===== config.mk =====
export PLATFORM = sky130hd
export DESIGN_NAME = video_raster_gen
export DESIGN_NICKNAME = d
export VERILOG_FILES = /design/src/rtl/video_pkg.sv /design/src/rtl/video_axis_cnt.sv /design/src/rtl/video_raster_gen.sv
export SDC_FILE = /design/constraint.sdc
export NUM_CORES = 1
export LEC_CHECK = 0
export CAP_MARGIN = 20
export CORE_MARGIN = 2
export CORE_UTILIZATION = 40
export CTS_CLUSTER_DIAMETER = 120
export CTS_CLUSTER_SIZE = 30
export DETAILED_ROUTE_END_ITERATION = 16
export SYNTH_ARGS = -nofsm -noshare
export SYNTH_HDL_FRONTEND = slang
export SYNTH_SLANG_ARGS = --single-unit

===== constraint.sdc =====
create_clock -name clk -period 2.83 [get_ports clk]
set_clock_uncertainty 0.1 [all_clocks]
set_input_delay 0.566 -clock clk [delete_from_list [all_inputs] [get_ports clk]]
set_output_delay 0.566 -clock clk [all_outputs]
set_load 0.02 [all_outputs]

===== src/rtl/video_pkg.sv =====
// Timing-set types and default raster sets (50 Hz PAL, 60 Hz NTSC) shared by the raster generator.
package video_pkg;

  localparam int TW = 16;

  typedef struct packed {
    logic [TW-1:0] total;
    logic [TW-1:0] sync_beg;
    logic [TW-1:0] sync_end;
    logic [TW-1:0] act_beg;
    logic [TW-1:0] act_end;
    logic [TW-1:0] int_pos;
    logic          pol;
  } axis_timing_t;

  typedef axis_timing_t h_timing_t;
  typedef axis_timing_t v_timing_t;

  localparam h_timing_t PAL_H = '{total: 16'd447, sync_beg: 16'd11, sync_end: 16'd43,
                                  act_beg: 16'd88, act_end: 16'd447, int_pos: 16'd0, pol: 1'b0};
  localparam v_timing_t PAL_V = '{total: 16'd319, sync_beg: 16'd8, sync_end: 16'd11,
                                  act_beg: 16'd32, act_end: 16'd319, int_pos: 16'd0, pol: 1'b0};
  localparam h_timing_t NTSC_H = PAL_H;
  localparam v_timing_t NTSC_V = '{total: 16'd261, sync_beg: 16'd4, sync_end: 16'd7,
                                   act_beg: 16'd22, act_end: 16'd261, int_pos: 16'd0, pol: 1'b0};

  function automatic axis_timing_t pack_timing(
    input logic [TW-1:0] total,
    input logic [TW-1:0] sync_beg,
    input logic [TW-1:0] sync_end,
    input logic [TW-1:0] act_beg,
    input logic [TW-1:0] act_end,
    input logic [TW-1:0] int_pos,
    input logic          pol
  );
    axis_timing_t t;
    t.total    = total;
    t.sync_beg = sync_beg;
    t.sync_end = sync_end;
    t.act_beg  = act_beg;
    t.act_end  = act_end;
    t.int_pos  = int_pos;
    t.pol      = pol;
    return t;
  endfunction

endpackage


===== src/rtl/video_axis_cnt.sv =====
// One raster axis: position counter with wrap and overflow guard, plus half-open
// sync/active/interrupt decode against the committed timing set.
module video_axis_cnt
  import video_pkg::*;
#(
  parameter int W = 10
) (
  input  logic         clk,
  input  logic         rst,
  input  logic         adv,
  input  axis_timing_t tim,
  output logic [W-1:0] count,
  output logic         at_end,
  output logic         sync_win,
  output logic         sync_pol,
  output logic         act_win,
  output logic         int_match
);

  logic [TW-1:0] pos;

  assign pos = TW'(count);

  // >= so that a count beyond total snaps back to 0 on the next advance
  assign at_end = (pos >= tim.total);

  always_ff @(posedge clk) begin
    if (rst) begin
      count <= '0;
    end else if (adv) begin
      count <= at_end ? '0 : count + W'(1);
    end
  end

  // beg >= end yields an empty window; there are no wrap-around windows
  assign sync_win  = (pos >= tim.sync_beg) && (pos < tim.sync_end);
  assign sync_pol  = tim.pol ? sync_win : ~sync_win;
  assign act_win   = (pos >= tim.act_beg) && (pos < tim.act_end);
  assign int_match = (pos == tim.int_pos);

endmodule


===== src/rtl/video_raster_gen.sv =====
// Programmable raster generator: staged timing committed at the frame wrap, registered
// sync/blank/active/strobe outputs aligned with the delayed raster position.
module video_raster_gen
  import video_pkg::*;
#(
  parameter int HW      = 10,
  parameter int VW      = 10,
  parameter int FLASH_W = 5
) (
  input  logic          clk,
  input  logic          rst,
  input  logic          ce,
  input  logic [HW-1:0] cfg_h_total,
  input  logic [HW-1:0] cfg_h_sync_beg,
  input  logic [HW-1:0] cfg_h_sync_end,
  input  logic [HW-1:0] cfg_h_act_beg,
  input  logic [HW-1:0] cfg_h_act_end,
  input  logic [VW-1:0] cfg_v_total,
  input  logic [VW-1:0] cfg_v_sync_beg,
  input  logic [VW-1:0] cfg_v_sync_end,
  input  logic [VW-1:0] cfg_v_act_beg,
  input  logic [VW-1:0] cfg_v_act_end,
  input  logic [HW-1:0] cfg_int_h,
  input  logic [VW-1:0] cfg_int_v,
  input  logic          cfg_hpol,
  input  logic          cfg_vpol,
  input  logic          cfg_wr,
  output logic          cfg_pending,
  output logic [HW-1:0] hcount,
  output logic [VW-1:0] vcount,
  output logic          hsync,
  output logic          vsync,
  output logic          csync,
  output logic          blank,
  output logic          active,
  output logic          line_start,
  output logic          frame_start,
  output logic          int_start,
  output logic          frame,
  output logic          flash
);

  h_timing_t          h_stage, h_shadow;
  v_timing_t          v_stage, v_shadow;
  logic [HW-1:0]      h_cnt;
  logic [VW-1:0]      v_cnt;
  logic               h_end, h_sync_win, h_sync_pol, h_act_win, h_int_match;
  logic               v_end, v_sync_win, v_sync_pol, v_act_win, v_int_match;
  logic               h_wrap_tick, frame_tick, int_hit;
  logic [FLASH_W-1:0] flash_cnt;

  assign h_wrap_tick = ce & h_end;
  assign frame_tick  = h_wrap_tick & v_end;
  assign int_hit     = ce & h_int_match & v_int_match;

  video_axis_cnt #(.W(HW)) u_h_axis (
    .clk       (clk),
    .rst       (rst),
    .adv       (ce),
    .tim       (h_shadow),
    .count     (h_cnt),
    .at_end    (h_end),
    .sync_win  (h_sync_win),
    .sync_pol  (h_sync_pol),
    .act_win   (h_act_win),
    .int_match (h_int_match)
  );

  video_axis_cnt #(.W(VW)) u_v_axis (
    .clk       (clk),
    .rst       (rst),
    .adv       (h_wrap_tick),
    .tim       (v_shadow),
    .count     (v_cnt),
    .at_end    (v_end),
    .sync_win  (v_sync_win),
    .sync_pol  (v_sync_pol),
    .act_win   (v_act_win),
    .int_match (v_int_match)
  );

  // Handshake: cfg_wr is a one-clk request that stages every cfg_* input and raises
  // cfg_pending; cfg_pending drops on the frame wrap tick that copies staging into the
  // shadow set. A cfg_wr on that wrap tick wins: it restages and stays pending a frame.
  always_ff @(posedge clk) begin
    if (rst) begin
      h_stage     <= PAL_H;
      v_stage     <= PAL_V;
      h_shadow    <= PAL_H;
      v_shadow    <= PAL_V;
      cfg_pending <= 1'b0;
    end else if (cfg_wr) begin
      h_stage     <= pack_timing(TW'(cfg_h_total), TW'(cfg_h_sync_beg), TW'(cfg_h_sync_end),
                                 TW'(cfg_h_act_beg), TW'(cfg_h_act_end), TW'(cfg_int_h), cfg_hpol);
      v_stage     <= pack_timing(TW'(cfg_v_total), TW'(cfg_v_sync_beg), TW'(cfg_v_sync_end),
                                 TW'(cfg_v_act_beg), TW'(cfg_v_act_end), TW'(cfg_int_v), cfg_vpol);
      cfg_pending <= 1'b1;
    end else if (frame_tick && cfg_pending) begin
      h_shadow    <= h_stage;
      v_shadow    <= v_stage;
      cfg_pending <= 1'b0;
    end
  end

  always_ff @(posedge clk) begin
    if (rst) begin
      hcount      <= '0;
      vcount      <= '0;
      hsync       <= ~cfg_hpol;
      vsync       <= ~cfg_vpol;
      csync       <= 1'b1;
      blank       <= 1'b1;
      active      <= 1'b0;
      line_start  <= 1'b0;
      frame_start <= 1'b0;
      int_start   <= 1'b0;
      flash_cnt   <= '0;
    end else begin
      hcount      <= h_cnt;
      vcount      <= v_cnt;
      hsync       <= h_sync_pol;
      vsync       <= v_sync_pol;
      csync       <= ~(h_sync_win ^ v_sync_win);
      blank       <= ~(h_act_win & v_act_win);
      active      <= h_act_win & v_act_win;
      line_start  <= h_wrap_tick;
      frame_start <= frame_tick;
      int_start   <= int_hit;
      if (frame_tick) flash_cnt <= flash_cnt + FLASH_W'(1);
    end
  end

  assign frame = flash_cnt[0];
  assign flash = flash_cnt[FLASH_W-1];

endmodule

### Word level (Yosys, flattened, before mapping)

Cells that the tools add are included.

| storage, ports and cells | value |
|---|---|
| logic and storage cells | 85 |
| flip-flop bits (word level) | 298 |
| bits of input ports | 126 |

| operators by class | value |
|---|---|
| add/sub/neg operators | 3 |
| order comparisons | 10 |
| reduce and logical (&&, ||, !) cells | 7 |
| muxes and demuxes | 8 |
| equality and inequality tests | 2 |
| bitwise logic cells | 13 |

Operators by type and width:

| cell | number |
|---|---|
| >= comparator 10 bit | 6 |
| < comparator 10 bit | 4 |
| adder 10 x 1 -> 10 bit (second input constant) | 2 |
| == test 10 bit | 2 |
| 2-to-1 mux 10 bit | 2 |
| NOT 1 bit | 7 |
| 2-to-1 mux 1 bit | 6 |
| adder 5 x 1 -> 5 bit (second input constant) | 1 |
| AND 1 bit | 5 |
| logical AND 1 bit | 5 |
| AND reduction 2 bit | 1 |
| nonzero test 2 bit | 1 |
| bitwise XOR 1 bit | 1 |

### Logic depth before layout (Yosys ltp)

Gate-level depths: netlist (run 1).

| depth | value |
|---|---|
| word-level depth | 6 |
| mapped depth | 12 |
| gate-level depth less buffers | 9 |

### Modules after synthesis

A second synthesis (run 1) with hierarchy kept.

| second synthesis, totals | value |
|---|---|
| cell total of the unflattened synthesis | 1,531 |
| area total of the unflattened synthesis | 14,500.2 um2 |

By module, submodules not included:

| module | times used | cells an instance | sequential area each (um2) | area each (um2) |
|---|---|---|---|---|
| video_raster_gen | 1 | 1,019 | 5,565.3 | 10,631.4 |
| video_axis_cnt | 2 | 256 | 200.2 | 1,934.4 |

### Least setup slack after synthesis (run 1)

OpenSTA, ideal clock, no wires.

| timing | value |
|---|---|
| path type | register to register |
| start | register u_h_axis.count[0] |
| end | register v_shadow[71] in the netlist's numbering |
| period minus slack after synthesis | 2.601 ns |
| path slack | 0.229 ns |
| cell stages (with the launch flop) | 11 |
| required time | 2.659 ns |
| data arrival time | 2.430 ns |
| setup time | 0.071 ns |
| cell sequence | dfxtp_1 > clkbuf_1 > inv_1 > ha_1 > o21ai_0 > a211oi_2 > o41ai_4 > nor4b_4 > buf_6 > nand2_2 > a21oi_2 |

| between the ends | value |
|---|---|
| word-level cells in the longest chain between the ends | 5 |

Ends and longest elaborated chain:

| element | line | RTL |
|---|---|---|
| start, declared | video_axis_cnt.sv:12 | `output logic [W-1:0] count,` |
| start signal, assigned | video_axis_cnt.sv:31 | `count <= at_end ? '0 : count + W'(1);` |
| >= comparator 10 bit | video_axis_cnt.sv:25 | `assign at_end = (pos >= tim.total);` |
| AND 1 bit | video_raster_gen.sv:52 | `assign h_wrap_tick = ce & h_end;` |
| AND 1 bit | video_raster_gen.sv:53 | `assign frame_tick = h_wrap_tick & v_end;` |
| logical AND 1 bit | video_raster_gen.sv:98 | `end else if (frame_tick && cfg_pending) begin` |
| AND reduction 2 bit (no line) | - |  |
| end signal, assigned | video_raster_gen.sv:100 | `v_shadow <= v_stage;` |
| end, declared | video_raster_gen.sv:44 | `v_timing_t v_stage, v_shadow;` |

No other way between the ends.
A chain may end at the register's enable or synchronous reset.

### Worst setup path after layout (run 1)

| timing | value |
|---|---|
| start | register h_shadow[88] in the netlist's numbering |
| end | register v_shadow[56] in the netlist's numbering |

| between the ends | value |
|---|---|
| word-level cells in the longest chain between the ends | 5 |

Ends and longest elaborated chain:

| element | line | RTL |
|---|---|---|
| start, declared | video_raster_gen.sv:43 | `h_timing_t h_stage, h_shadow;` |
| start signal, assigned | video_raster_gen.sv:99 | `h_shadow <= h_stage;` |
| >= comparator 10 bit | video_axis_cnt.sv:25 |  |
| AND 1 bit | video_raster_gen.sv:52 |  |
| AND 1 bit | video_raster_gen.sv:53 |  |
| logical AND 1 bit | video_raster_gen.sv:98 |  |
| AND reduction 2 bit (no line) | - |  |

No other way between the ends.

==> impl_metrics.tcl, run 1 <==
set metrics [dict create \
    worstPathArrival_ns 3.01 \
    die-area_sq_mm 0.03511 \
    placedCellCount 2035 \
    critPathKind "reg2reg" \
    firstDrtPassIters 4 \
    regArea_sq_mm 0.005966 \
    finalHoldViolCount 0 \
    area_growth_pct 18.80 \
    cts_sinks 298 \
    grtUsageTotal_pct 18.19 \
    finalSetupViolations 0 \
    power_frac_clock_pct 30.2 \
    grt_max_degree 152 \
    nets 1827 \
    pwr-share-seq_pct 61.8 \
    synth_seq_cells 298 \
    fin_tns_setup_ns 0 \
    ctsResizeCount 0 \
    ant_nets 0 \
    finalCoreUtilization_pct 48.01 \
    critPathCapture "v_shadow[56]$_SDFFE_PP0P_" \
    fillerInstances 3250 \
    rsz0062_at_grt "false" \
    placed_area_sq_mm 0.01564 \
    htreeDepth 1 \
    leakagePower_nw 6.625 \
    p_sw_w 0.001631 \
    synth_fp_nets 1695 \
    max_freq_ghz 0.3709 \
    globalplace.congestion 0.8220 \
    reg2reg_depth 10 \
    synth_warnings 0 \
    antenna_found_initial 0 \
    status "complete, no violations" \
    cts_hold_buffers 0 \
    syn_avg_cell_area_sq_um 9.149 \
    cts_buffers 13 \
    crit_top_cell "buf_12" \
    ir_worst_vdd_mv 0.3181 \
    die-width_microns 187.4 \
    gr-total-overflow 0 \
    drive_above_1_share_pct 12.55 \
    core_area_sq_mm 0.03328 \
    fin_crit_sh_pct 95.27 \
    wirelength_mm 32.65 \
    path_cells "inv_1, ha_1, a211oi_1, nor2_1, o41a_1, nand4b_1, buf_12, buf_12, nand2_1, a21oi_2" \
    stdcell_count 2051 \
    start_kind "flop" \
    synth_area_sq_mm 0.01345 \
    cp-startpoint "h_shadow[88]$_SDFFE_PP1P_" \
    path_clk_slew_ns 0.11 \
    min_period_ns 2.696 \
    viasPerCell 4.908 \
    seq_area_frac_synth_pct 44.36 \
    endpoint_kind "flop" \
    hold_path_class "in2reg" \
    grt_pass1_wl_mm 51.89 \
    initial_core_util_pct 40.41 \
    final_common_cell "dfxtp_1" \
    drc 0 \
    synth_cells 1470 \
    drv_slew 0 \
    tightest_slew_ns 0.9416 \
    wl_per_cell_microns 15.92 \
    r2r-end "v_shadow[56]$_SDFFE_PP0P_" \
    route.vias.total 10070 \
    pin_count 157 \
    grt_pass1_vias 9710 \
    slew_headroom_pct 37.23 \
    ys_types 46 \
    reg2reg_slack_ns 0.13 \
    multi_input_area_sq_mm 0.006708 \
    drv_cap 0 \
    final_area_sq_mm 0.01598 \
    drtIter0Drc 625 \
    std_cell_rows 67 \
    comb_power_share_pct 8.0 \
    port_buffers 156 \
    root_buffer "clkbuf_16" \
    place_hpwl_mm 23.46 \
    cp_slowest_cell "o41a_1" \
    cts_tree "done" \
    power.density_mw_per_mm2 444.6 \
    post_cts_buffers 0 \
    worstPathMaxFanout 39 \
    die_h_microns 187.4 \
    worstReg2RegStart "h_shadow[88]$_SDFFE_PP1P_" \
    worst_path_largest_cell_delay_ns 0.47 \
    clk_path_buf_depth 3 \
    swShare_pct 22.96 \
    clk_latency_ns 0.50 \
    final_cell_mix "298 x dfxtp_1, 155 x nor2_1, 154 x clkdlybuf4s50_1" \
    p_int_w 0.005472 \
    required_ns 3.15 \
]
[worst min path at each step]
stage                                     end  cells past startpoint  slack [ns]                      from
finish                   vcount[0]$_SDFF_PP0_                      2        0.27                       rst
floorplan           h_shadow[34]$_SDFFE_PP0P_                      2        0.33  h_stage[34]$_SDFFE_PP0P_
detailed placement  h_shadow[71]$_SDFFE_PP0P_                      2        0.35  h_stage[71]$_SDFFE_PP0P_
global placement     v_shadow[5]$_SDFFE_PP0P_                      2        0.34   v_stage[5]$_SDFFE_PP0P_
global route             vcount[0]$_SDFF_PP0_                      2        0.27                       rst
CTS                      vcount[0]$_SDFF_PP0_                      2        0.27                       rst
[metrics by stage]
step	hold WS (ns)	total power, W	setup slack, ns
4_1_cts	0.2690	0.007193	0.1656
3_5_place_dp	0.3474	0.005062	0.2082
2_1_floorplan	0.3312	0.004766	0.2287
6_report	0.2744	0.007103	0.1338
5_1_grt	0.2699	0.007400	0.0006322
3_3_place_gp	0.3442	0.005056	0.2797
[synth_stat cells (all sizes together)]
master / count / area share, %
nor4: 7 / 0.33
mux2i: 80 / 6.0
nand4b: 1 / 0.065
o211ai: 1 / 0.056
o31ai: 2 / 0.11
nor3b: 1 / 0.093
a41oi: 4 / 0.26
nand2: 181 / 6.3
nand4: 18 / 0.84
o41ai: 1 / 0.20
or4b: 1 / 0.074
or4: 1 / 0.056
o41a: 1 / 0.084
nand3: 8 / 0.30
xnor2: 24 / 1.6
a21oi: 152 / 7.5
o21ai: 21 / 0.78
o32ai: 1 / 0.065
and3: 6 / 0.28
buf: 33 / 1.5
a21o: 10 / 0.56
xor2: 16 / 1.0
inv: 98 / 2.7
nor2: 155 / 4.3
nor2b: 63 / 2.9
clkbuf: 54 / 1.5
a221o: 1 / 0.074
ha: 99 / 9.2
and2: 1 / 0.047
a211o: 47 / 3.1
a211oi: 6 / 0.37
nor3: 57 / 2.1
a221oi: 2 / 0.13
dfxtp: 298 / 44
a22o: 1 / 0.065
o21a: 2 / 0.11
nor4b: 2 / 0.24
or3: 4 / 0.19
nand2b: 10 / 0.47
[power by group through the flow]
stage	clock network (W)	logic, W	registers, W
2_1_floorplan	0	0.000303	0.00446
3_3_place_gp	0	0.000569	0.00449
3_5_place_dp	0	0.000576	0.00449
4_1_cts	0.00222	0.000578	0.00439
5_1_grt	0.00237	0.000623	0.00441
6_report	0.00214	0.000570	0.00439
[final cells by class]
class	instances	area share, %
Multi-Input combinational cell	987	41.98
Tap cell	448	3.508
Inverter	98	2.302
Timing Repair Buffer	204	12.77
Antenna cell	1	0.01566
Clock buffer	15	2.083
Sequential cell	298	37.34
[worst max-delay path, delay by kind of cell, from the launching register on]
family	cells	cell delay [ns]
buffers and inverters	3	0.48
flip-flops	1	0.36
AO/OA/AOI/OAI	3	0.86
adder cells (fa/ha/maj)	1	0.30
AND/OR/NAND/NOR	3	0.48
[per-layer routing]
metal	vias up	share of wire, %	wire (microns)	global-route usage (%)
met1	4646	50	16470	26.33
met2	189	42	13880	28.72
met4	0	2.3	762	4.518
met5	-	0	0	0
met3	40	4.7	1550	2.176
li1	5192	-	-	-
[cell families after synthesis]
group / synth area share [%]
XOR/XNOR: 2.605
AND/OR/NAND/NOR: 18.64
AO/OA/AOI/OAI: 13.46
adder cells (fa/ha/maj): 9.210
buffers and inverters: 5.768
flip-flops: 44.36
multiplexers: 5.954
[registers in the layout, indices dropped and copies added, names as in the netlist]
name	cells
vsync	1
cfg_pending	1
u_h_axis.count	10
v_stage	61
h_stage	61
frame_start	1
hcount	10
h_shadow	61
flash_cnt	5
csync	1
v_shadow	61
active	1
int_start	1
blank	1
vcount	10
u_v_axis.count	10
hsync	1
line_start	1
Note: power is estimated with default switching activity, not from simulation.
==> run 2: changes to the inputs <==
- DONT_BUFFER_PORTS: default -> 1
==> impl_metrics.tcl, run 2 (synthesis gave the netlist of run 1 again) <==
set metrics [dict create \
    status "complete, no violations" \
    post_cts_buffers 0 \
    firstDrtPassIters 5 \
    wl_per_cell_microns 16.82 \
    antenna_found_initial 2 \
    start_kind "flop" \
    area_growth_pct 6.149 \
    fillerInstances 3318 \
    top_usage_layer "met2" \
    route.vias.total 9470 \
    met1_usage_pct 25.22 \
    multi_input_area_sq_mm 0.006708 \
    initial_core_util_pct 40.41 \
    placedCellCount 1867 \
    ir_worst_vdd_mv 0.3387 \
    ctsResizeCount 0 \
    nets 1659 \
    drc 0 \
    regArea_sq_mm 0.005966 \
    cp_slowest_cell "dfxtp_1" \
    fin_crit_sh_pct 94.72 \
    cp_num_buf_inv 2 \
    place_hpwl_mm 21.78 \
    tightest_slew_ns 0.5671 \
    std_cell_rows 67 \
    viasPerCell 5.032 \
    reg2reg_depth 9 \
    path_cells "inv_1, ha_1, nand4_1, a211oi_2, o41a_1, nand4b_1, buf_12, nor3_1, a21oi_1" \
    final_common_cell "dfxtp_1" \
    met2_usage_pct 28.28 \
    required_ns 3.11 \
    grtUsageTotal_pct 17.80 \
    rsz0062_at_grt "false" \
    drive_above_1_share_pct 13.12 \
    endpoint_kind "flop" \
    root_buffer "clkbuf_16" \
    clk_path_buf_depth 3 \
    cts_sinks 298 \
    cts_buffers 13 \
    drv_slew 0 \
    globalplace.congestion 0.8298 \
    htreeDepth 1 \
    hold_ws_ns 0.03259 \
    slew_headroom_pct 61.85 \
    wirelength_mm 31.66 \
    min_period_ns 2.681 \
    gr-total-overflow 0 \
    port_buffers 0 \
    cts_hold_buffers 0 \
    power.density_mw_per_mm2 475.8 \
    finalSetupViolations 0 \
    cts_tree "done" \
    pin_count 157 \
    die-area_sq_mm 0.03511 \
    cp.depth 9 \
    final_cell_mix "298 x dfxtp_1, 155 x nor2_1, 114 x nand2_1" \
    grt_use_met3_pct 3.302 \
    die_h_microns 187.4 \
    max_freq_ghz 0.3731 \
    drv_cap 0 \
    critPathTopFamily "simple AND/OR/NAND/NOR gates" \
    reg2reg_slack_ns 0.15 \
    worst_path_largest_cell_delay_ns 0.36 \
    hold_path_class "in2reg" \
    stdcell_count 1882 \
    path_clk_slew_ns 0.12 \
    critPathCapture "v_shadow[83]$_SDFFE_PP1P_" \
    cp-startpoint "h_shadow[90]$_SDFFE_PP0P_" \
    worstPathArrival_ns 2.96 \
    grt_max_degree 328 \
    hold_path_startpoint "rst" \
    die-width_microns 187.4 \
    worstPathMaxFanout 48 \
    drtIter0Drc 523 \
    fin_tns_setup_ns 0 \
    clk_latency_ns 0.51 \
    finalHoldViolCount 0 \
    core_area_sq_mm 0.03328 \
    grt_pass1_wl_mm 50.29 \
    r2r-end "v_shadow[83]$_SDFFE_PP1P_" \
    critPathKind "reg2reg" \
    leakagePower_nw 5.947 \
    grt_pass1_vias 9073 \
    worstReg2RegStart "h_shadow[90]$_SDFFE_PP0P_" \
    ant_nets 0 \
]
## run 2: cell count changes in the layout (fill, tap and decap cells not counted)
cell	change
buf_4	-8
clkbuf_1	-2
clkbuf_8	+1
buf_6	-1
clkdlybuf4s50_1	-154
buf_12	-4
buf_8	-1
## run 2: through the flow
stage	total power, W	cell area, sq um	worst slack [ns]	util (%)
2_1_floorplan	0.004766	13450	0.2287	-
5_1_grt	0.007036	14270	0.05445	42.89
6_report	0.006792	14280	0.1494	42.90
4_1_cts	0.006897	14270	0.1907	42.89
3_3_place_gp	0.004713	13930	0.2660	41.87
3_5_place_dp	0.004718	13930	0.2387	41.87
## run 2: final cells by class
class / count / area share [%]
antenna: 1 / 0.01753
clock buffer: 14 / 2.375
inverter: 98 / 2.577
multi-input combinational: 987 / 46.99
sequential: 298 / 41.79
tap: 448 / 3.926
timing repair buffer: 36 / 2.331
## run 2: how the worst min path moves through the flow
| stage | end | cells after the start |
|---|---|---|
| final | v_shadow[41]$_SDFFE_PP0P_ | 1 |
| after global routing | v_stage[2]$_SDFFE_PP0P_ | 1 |
| after CTS | vcount[0]$_SDFF_PP0_ | 1 |
| after detailed placement | h_shadow[55]$_SDFFE_PP0P_ | 2 |
| after global placement | h_shadow[35]$_SDFFE_PP0P_ | 2 |
| after floorplan | h_shadow[34]$_SDFFE_PP0P_ | 2 |
## run 2: report_power, final
part           internal (W)  switching [W]
registers           0.00431      0.0000855
clock network      0.000868        0.00130
logic              0.000141      0.0000841
## run 2: routing by layer
layer	routed length (microns)	vias up
met5	9	-
met4	542	2
met3	1700	25
met2	13750	164
met1	15660	4417
li1	-	4862
==> run 3: changes to the inputs <==
- CORE_MARGIN: 2 -> 4
- PLACE_DENSITY: default -> 0.5
==> impl_metrics.tcl, run 3 (synthesis gave the netlist of run 1 again) <==
set metrics [dict create \
    status "complete, no violations" \
    grt_max_degree 328 \
    crit_top_cell "buf_12" \
    port_buffers 0 \
    start_kind "flop" \
    required_ns 3.16 \
    leakagePower_nw 5.952 \
    power_frac_clock_pct 32.3 \
    worstReg2RegStart "h_shadow[88]$_SDFFE_PP1P_" \
    rsz0062_at_grt "false" \
    fin_tns_setup_ns 0 \
    worstPathArrival_ns 2.95 \
    drv_slew 0 \
    die-width_microns 191.4 \
    hold_ws_ns 0.05334 \
    wirelength_mm 33.23 \
    die_h_microns 191.4 \
    critPathKind "reg2reg" \
    drtIter0Drc 492 \
    antenna_found_initial 1 \
    pin_count 157 \
    worst_path_largest_cell_delay_ns 0.46 \
    wl_per_cell_microns 17.72 \
    htreeDepth 1 \
    hold_path_startpoint "cfg_vpol" \
    root_buffer "clkbuf_16" \
    core_area_sq_mm 0.03287 \
    worstPathMaxFanout 39 \
    grt_pass1_wl_mm 52.01 \
    p_sw_w 0.001509 \
    gr-total-overflow 0 \
    grt_pass1_vias 9011 \
    initial_core_util_pct 40.92 \
    path_cells "inv_1, ha_1, a211oi_1, nor2_1, o41a_1, nand4b_1, buf_12, buf_12, nand2_1, a21oi_2" \
    route.vias.total 9430 \
    ant_nets 0 \
    area_growth_pct 6.187 \
    power_w 0.006831 \
    nets 1659 \
    ir_worst_vdd_mv 0.3457 \
    cts_buffers 13 \
    fin_crit_sh_pct 92.30 \
    clk_path_buf_depth 3 \
    min_period_ns 2.612 \
    viasPerCell 5.029 \
    endpoint_kind "flop" \
    hold_path_class "in2reg" \
    std_cell_rows 66 \
    die-area_sq_mm 0.03662 \
    final_cell_mix "298 x dfxtp_1, 155 x nor2_1, 114 x nand2_1" \
    max_freq_ghz 0.3828 \
    cp-startpoint "h_shadow[88]$_SDFFE_PP1P_" \
    place_hpwl_mm 22.79 \
    cts_sinks 298 \
    swShare_pct 22.10 \
    finalHoldViolCount 0 \
    slew_headroom_pct 38.71 \
    drive_above_1_share_pct 13.05 \
    p_int_w 0.005321 \
    pwr-share-seq_pct 64.4 \
    finalSetupViolations 0 \
    ctsResizeCount 0 \
    antenna_cells 0 \
    firstDrtPassIters 5 \
    clk_latency_ns 0.50 \
    power.density_mw_per_mm2 478.3 \
    cts_tree "done" \
    comb_power_share_pct 3.3 \
    globalplace.congestion 0.7962 \
    final_common_cell "dfxtp_1" \
    path_clk_slew_ns 0.12 \
    cp_slowest_cell "o41a_1" \
    grtUsageTotal_pct 17.72 \
    drc 0 \
    tightest_slew_ns 0.9163 \
    drv_cap 0 \
]
[run 3: changes by cell type in the layout (fill, tap and decap cells not counted)]
cell | previous run | this run
buf_4 | 31 | 29
diode_2 | 1 | 0
buf_12 | 5 | 6
dlygate4sd3_1 | 0 | 1
[run 3: layer usage]
metal  global-route usage, %  part of all wire [%]  routed length, microns  vias to the layer above
met2                   26.74                    42                   13980                      155
met5                       0                 0.060                      20                        -
met4                   2.320                  0.86                     286                        2
li1                        -                     -                       -                     4855
met3                   3.123                   5.2                    1737                       19
met1                   27.08                    52                   17200                     4399
[run 3: final timing paths]
kind	end	slack [ns]	cells after the start
setup / recovery	h_shadow[74]$_SDFFE_PP0P_	0.22	10
hold / removal	vsync$_DFF_P_	0.05	1
setup reg to reg	h_shadow[74]$_SDFFE_PP0P_	0.22	10
hold reg to reg	v_shadow[57]$_SDFFE_PP0P_	0.36	2
[run 3: final cells by class]
type	instances	area [sq um]
Timing Repair Buffer	36	347.8
Inverter	98	367.9
Clock buffer	14	339.1
Fill cell	3342	18590
Sequential cell	298	5966
Tap cell	442	553.0
Multi-Input combinational cell	987	6708
[run 3: worst max-delay path: cells and delay by family, from the launching register on]
kind                       cells  cell delay [ns]
DFF                            1             0.36
buffers and inverters          3             0.48
adders and majority gates      1             0.30
AOI/OAI and AO/OA              3             0.85
and+or+nand+nor                3             0.47
[run 3: per-stage QoR]
step	cells	worst slack, ns	util (%)	instance area, sq um
floorplan	1470	0.2287	-	13450
global placement	1860	0.2401	42.39	13930
detailed placement	1860	0.2401	42.39	13930
CTS	1874	0.2171	43.42	14270
global route	1875	0.003477	43.45	14280
finish	1875	0.2179	43.45	14280
[run 3: power by group through the flow]
stage	Sequential [W]	Combinational, W	Clock [W]
global placement	0.00450	0.000215	0
detailed placement	0.00450	0.000221	0
global route	0.00441	0.000258	0.00244
CTS	0.00440	0.000223	0.00231
floorplan	0.00446	0.000303	0
finish	0.00440	0.000226	0.00221
[run 3: repair_timing]
action | CTS | global route
hold buffers | 0 | 1
buffers inserted | 0 | 0
endpoints found under the hold margin | 0 | 17
